File: config.mk
export PLATFORM = sky130hd
export DESIGN_NAME = pipe_reg_chain
export DESIGN_NICKNAME = d
export VERILOG_FILES = /design/src/rtl/pipe_reg_chain.sv
export SDC_FILE = /design/constraint.sdc
export NUM_CORES = 1
export LEC_CHECK = 0
export BUFFER_PORTS_ARGS = -buffer_cell sky130_fd_sc_hd__buf_2
export CAP_MARGIN = 20
export CORE_ASPECT_RATIO = 0.75
export CORE_MARGIN = 2
export CORE_UTILIZATION = 40
export CTS_BUF_LIST = sky130_fd_sc_hd__clkbuf_4 sky130_fd_sc_hd__clkbuf_8
export DETAILED_ROUTE_END_ITERATION = 8
export GPL_ROUTABILITY_DRIVEN = 0
export HOLD_SLACK_MARGIN = 0.03
export PLACE_DENSITY = 0.71
export SYNTH_ARGS = -nofsm -noshare
export SYNTH_HDL_FRONTEND = slang
export SYNTH_SLANG_ARGS = --single-unit
File: constraint.sdc
create_clock -name clk -period 2 [get_ports clk]
set_input_delay 0.2 -clock clk [delete_from_list [all_inputs] [get_ports clk]]
set_output_delay 0.2 -clock clk [all_outputs]
set_load 0.02 [all_outputs]
File: src/rtl/pipe_reg_chain.sv
// Elastic pipeline register chain: DEPTH ready/valid stages of WL-bit words.
// Stalls propagate per stage so bubbles collapse; flush drops all in-flight words.
module pipe_reg_chain #(
    parameter int WL    = 4,
    parameter int DEPTH = 3,
    localparam int CW   = $clog2(DEPTH + 1)
) (
    input  logic          clk,
    input  logic          rst,
    input  logic          flush,
    input  logic          in_valid,
    output logic          in_ready,
    input  logic [WL-1:0] in_data,
    output logic          out_valid,
    input  logic          out_ready,
    output logic [WL-1:0] out_data,
    output logic [CW-1:0] count
);

    logic [DEPTH-1:0] valid_q, valid_d;
    logic [WL-1:0]    data_q [DEPTH];
    logic [WL-1:0]    data_d [DEPTH];
    logic [CW-1:0]    count_q, count_d;

    logic [DEPTH:0]   rdy;
    logic [DEPTH-1:0] src_valid;
    logic [DEPTH-1:0] load;
    logic [WL-1:0]    src_data [DEPTH];

    always_comb begin
        rdy        = '0;
        src_valid  = '0;
        load       = '0;
        valid_d    = '0;
        count_d    = '0;
        src_data   = '{default: '0};
        data_d     = data_q;

        // A stage is ready when empty or when everything below it will move.
        rdy[DEPTH] = out_ready;
        for (int unsigned k = DEPTH; k > 0; k--) begin
            rdy[k-1] = !valid_q[k-1] || rdy[k];
        end

        src_valid[0] = in_valid;
        src_data[0]  = in_data;
        for (int unsigned k = 1; k < DEPTH; k++) begin
            src_valid[k] = valid_q[k-1];
            src_data[k]  = data_q[k-1];
        end

        for (int unsigned k = 0; k < DEPTH; k++) begin
            load[k]    = src_valid[k] && rdy[k] && !flush;
            valid_d[k] = !flush && (load[k] || (valid_q[k] && !rdy[k+1]));
            if (load[k]) begin
                data_d[k] = src_data[k];
            end
            count_d = count_d + CW'(valid_d[k]);
        end
    end

    always_ff @(posedge clk) begin
        if (rst) begin
            valid_q <= '0;
            count_q <= '0;
            for (int unsigned k = 0; k < DEPTH; k++) begin
                data_q[k] <= '0;
            end
        end else begin
            valid_q <= valid_d;
            count_q <= count_d;
            data_q  <= data_d;
        end
    end

    assign in_ready  = rdy[0] && !flush;
    assign out_valid = valid_q[DEPTH-1] && !flush;
    assign out_data  = data_q[DEPTH-1];
    assign count     = count_q;

endmodule

## After elaboration in Yosys (flattened, before gate mapping)

Index checks and enable logic that the tools add are counted.

- Add/sub/neg operators: 2
- Reductions and logical operators: 27

Operator list:

| kind | number |
|---|---|
| $logic_and 1x1->1 | 14 |
| $logic_not 1->1 | 7 |
| $logic_or 1x1->1 | 6 |
| $add 1x1->2 | 1 |
| $add 2x1->2 | 1 |

- Input port bits: 9
- Output and inout bits: 8
- Flip-flop bits (word level): 17
- Word-level logic and storage cells: 34

## Longest topological paths before layout

- Depth after elaboration: 10
- Mapped depth: 5
- Gate-level depth less buffers: 5

## Worst setup path after synthesis

OpenSTA, ideal clock, no wires.

- Path kind: flip-flop to flip-flop
- From: register valid_q[2]
- To: register count_q[0] (netlist: count[0])
- Arrival: 1.401 ns
- Setup slack: 0.472 ns
- Clock period less this slack: 1.528 ns
- Path buffers: 0
- Cell stages (with the launch flop): 6
- Path through: dfxtp_1 nor2b_1 a21oi_1 nor2_1 fa_1 nor2b_1

- Elaborated cells between the ends (all ways): 23
- Those cells by class: 2 x add/sub; 21 x reduce/logical

RTL lines:

| item | RTL line | RTL |
|---|---|---|
| start: declaration | 20 | `logic [DEPTH-1:0] valid_q, valid_d;` |
| start signal: assignment | 70 | `valid_q <= valid_d;` |
| $logic_not 1->1 (*) | 42 | `rdy[k-1] = !valid_q[k-1] \|\| rdy[k];` |
| $logic_or 1x1->1 (*) | 42 |  |
| $logic_or 1x1->1 | 42 |  |
| $logic_and 1x1->1 (2 in series) | 53 | `load[k] = src_valid[k] && rdy[k] && !flush;` |
| $logic_or 1x1->1 (*) | 54 | `valid_d[k] = !flush && (load[k] \|\| (valid_q[k] && !rdy[k+1]));` |
| $logic_and 1x1->1 (*) | 54 |  |
| named net valid_d[1] | 20 |  |
| $add 1x1->2 (*) | 58 | `count_d = count_d + CW'(valid_d[k]);` |
| $add 2x1->2 (*) | 58 |  |
| named net count_d[0] | 23 | `logic [CW-1:0] count_q, count_d;` |
| end signal: assignment | 71 | `count_q <= count_d;` |
| end: declaration | 23 |  |

The timed path passes the listed nets; every way through them passes the cells marked *.
A chain may end at the register's enable or synchronous reset.

## Final worst setup path

Same ends and word-level chain as after synthesis.

==> impl_results.md <==
* CTS HTree Levels at 1
* Share of post-route cells with drive strength above 1 at 25.3%
* Total of warnings raised by yosys at 0
* Antenna diode count at 0
* Result of the run: completed
* Worst Clk Skew at ~13 ps
* Final Hold Fails at 0
* Die Span Y at between 40 and 50 um
* Clock Latency Late Sink at ~300 ps
* Routed WL at roughly 1300 um
* Via count of the first global-routing pass at 480
* Count of max-cap constraint violations at 0
* FF+latch count, synth at 17
* Most frequent standard cell in the layout excluding fill and tap cells: sky130_fd_sc_hd__dfxtp_1
* Standard-cell rows at 13
* Number of antenna violations at the first check in global routing at 0
* Synth Area in Adders at approximately 2.7%
* Worst slack at placement at about 350 ps
* Final total negative setup slack at 0 ps
* DIE AREA at about 2200 sq um
* Final antenna-violating net count at 0
* Maximum operating frequency at between 600 and 700 MHz
* Area fraction in and, or, nand and nor cells after synthesis at between 20% and 30%
* Longest individual stage delay on the worst path at about 420 ps
* Library cell appearing most often on the critical path: sky130_fd_sc_hd__nor2b_1
* Commonest cells after routing, fill and taps aside: 17 x sky130_fd_sc_hd__dfxtp_1, 16 x sky130_fd_sc_hd__buf_2, 13 x sky130_fd_sc_hd__nand2b_1
* Kind of launch point of the worst setup path: flip-flop
* Crit-path cells: nor2b_1, a21oi_1, nor2_1, fa_1, nor2b_1
* Post-CTS setup repair buffer count at 0
* 1st-iter DRT viols at 9
* Unrepaired setup endpoints after global routing: no
* Synth Area in Compound Gates at 7.33%
* Combined area of all synthesized cells at between 700 and 800 sq um
* Critical Path Slowest Stage Cell: sky130_fd_sc_hd__fa_1
* Count of final setup violators at 0
* Largest family of logic cells by synthesized area: simple AND/OR/NAND/NOR gates
* Clock-pin slew of the registers on the worst-case setup and hold paths at 110 ps
* Residual DRC at 0
* Slew HR at between 70% and 80%
* Starting utilization of the core area at a little over two fifths
* Vias at between 500 and 600
* Synth-to-layout area growth at 12.8%
* Cell area power density at slightly below 700 nW/um^2
* Final global-route overflow total at 0
* # clock sinks at 17
* Core outline area at 1760 sq um
* Endpoint arrival time on the critical path at roughly 1800 ps
* TritonCTS clock tree: yes
* Max-slew violation count at 0
* DP HPWL at just over 900 um
* Cell types with the largest area share after synthesis: sky130_fd_sc_hd__dfxtp_1 45%, sky130_fd_sc_hd__nand2b_1 11%, sky130_fd_sc_hd__mux2i_1 11%, sky130_fd_sc_hd__nor2b_1 4.2%, sky130_fd_sc_hd__buf_4 4.0%
* Maximum buffer depth of the clock tree at 2
* Layout Nets at about 100
* Maximum fanout encountered on the critical timing path at 7
* Final critical-path setup slack at between 300 and 400 ps
* Worst voltage drop across the vdd grid at 0.000350 V
* GRT Overall Usage at a little over an eighth
* Number of nets in the synthesized netlist at around 90
* Area of combinational cells with multiple inputs at around 370 sq um
* Ratio of routed vias to standard cells at between 4 and 5
* # IOs at 17
* Final worst-path cycle share at 83.0%
* Capturing element type of the critical path: flip-flop
* Count of mapped cells out of synthesis at 78
* Global-route wire length before repair at about 2100 um
* Post-route worst hold slack at around 150 ps
* Post-synthesis cell type count at 17
* Number of buffers inserted during clock tree synthesis at 3
* Count of filler cells inserted in the layout at between 150 and 200
* I/O Buffers at 16
* Required @ worst endpoint at roughly 2200 ps
* Largest area contributor in the synthesized netlist: sky130_fd_sc_hd__dfxtp_1
* Routed wire per std cell at 11.2 um
* Tot Pwr at just under 600 uW
* Class of the tightest hold or removal check: input port to flip-flop
* CTS Hold Bufs at 0
* Pin count of the biggest net entering global routing at 22
* Number of standard cells in the layout, taps in and fillers out at 113
* First-pass iteration count of the detailed router at 4
* Design Area, Final at ~850 sq um
* Mapped Avg Cell Area at 9.62 sq um
* Die extent in x at 54.0 um
* Placed instance area at 817 sq um
* Sequential cell area at 340 sq um
* Fraction of post-synthesis cell area in the top cell type by area at approximately 45%
* Standby leakage power at 0.356 nW
* Utilization after layout at between 40% and 50%
* Seq/Total Area, Yosys at a little under half
* Number of instances in the placed design at 109
* Worst Max-Slew Pin Slew at about 350 ps
* Critical path start-end classification: flip-flop to flip-flop
* Clk root buf: sky130_fd_sc_hd__clkbuf_4
* Mux contribution to synthesized area at between 10% and 20%
* Number of cells upsized or downsized after cts at 0
* Time the worst path needs with I/O delays and setup at around 1700 ps
* XOR/XNOR share of the synthesized area at 0%
cell type report:
type	count	share of cell area [%]
multi-input combinational	53	43.1
timing repair buffer	16	9.45
clock inverter	1	0.886
inverter	1	0.443
clock buffer	3	2.66
tap	22	3.25
sequential	17	40.2
path summary, 6_finish.rpt:
path,start,to,slack (ps),cells past startpoint
worst min-delay path,in_data[0],data_q[8]$_SDFFE_PP0P_,150,3
worst max register to register,valid_q[2]$_SDFF_PP0_,count[0]$_SDFF_PP0_,340,5
worst max-delay path,valid_q[2]$_SDFF_PP0_,count[0]$_SDFF_PP0_,340,5
worst min register to register,out_data[1]$_SDFFE_PP0P_,out_data[1]$_SDFFE_PP0P_,490,2
synthesized netlist by cell type (all sizes together):
cell,instances
dfxtp,17
nand2b,13
mux2i,8
nor2,6
a21oi,5
nor2b,5
buf,4
nand3,4
o21ai,4
clkbuf,3
nor3,3
a211o,1
and4b,1
fa,1
inv,1
nor3b,1
or2b,1
logic make-up (layout without fill, tap and decap cells):
group,count (synthesis),count (layout)
buffers and inverters,8,21
multiplexers,8,8
adder cells (fa/ha/maj),1,1
flip-flops,17,17
AO/OA/AOI/OAI,10,10
AND/OR/NAND/NOR,34,34
per-layer routing:
layer  up-vias  share of wire, %  global-route usage (%)  wire, um
met2        14                39                    18.0       489
li1        284                 -                       -         -
met1       224                52                    17.0       660
met5         -                 0                       0         0
met3         5               6.6                    6.47        83
met4         0               2.3                    6.00        29
worst max-delay path: cells and delay by family, from the launching register on:
family / cells / cell delay [ps]
simple gates: 3 / 610
fa+ha+maj: 1 / 420
flops: 1 / 360
compound gates: 1 / 150
report_power, final:
group | leakage, nW | internal [mW] | switching, mW
combinational | 0.204 | 0.0224 | 0.0258
clock | 0.0139 | 0.0762 | 0.111
sequential | 0.138 | 0.346 | 0.00278
sequential cells by signal, summed over array words and instances, names as in the netlist:
name,cells
data_q,8
out_data,4
valid_q,3
count,2
Note: power is estimated with default switching activity, not from simulation.
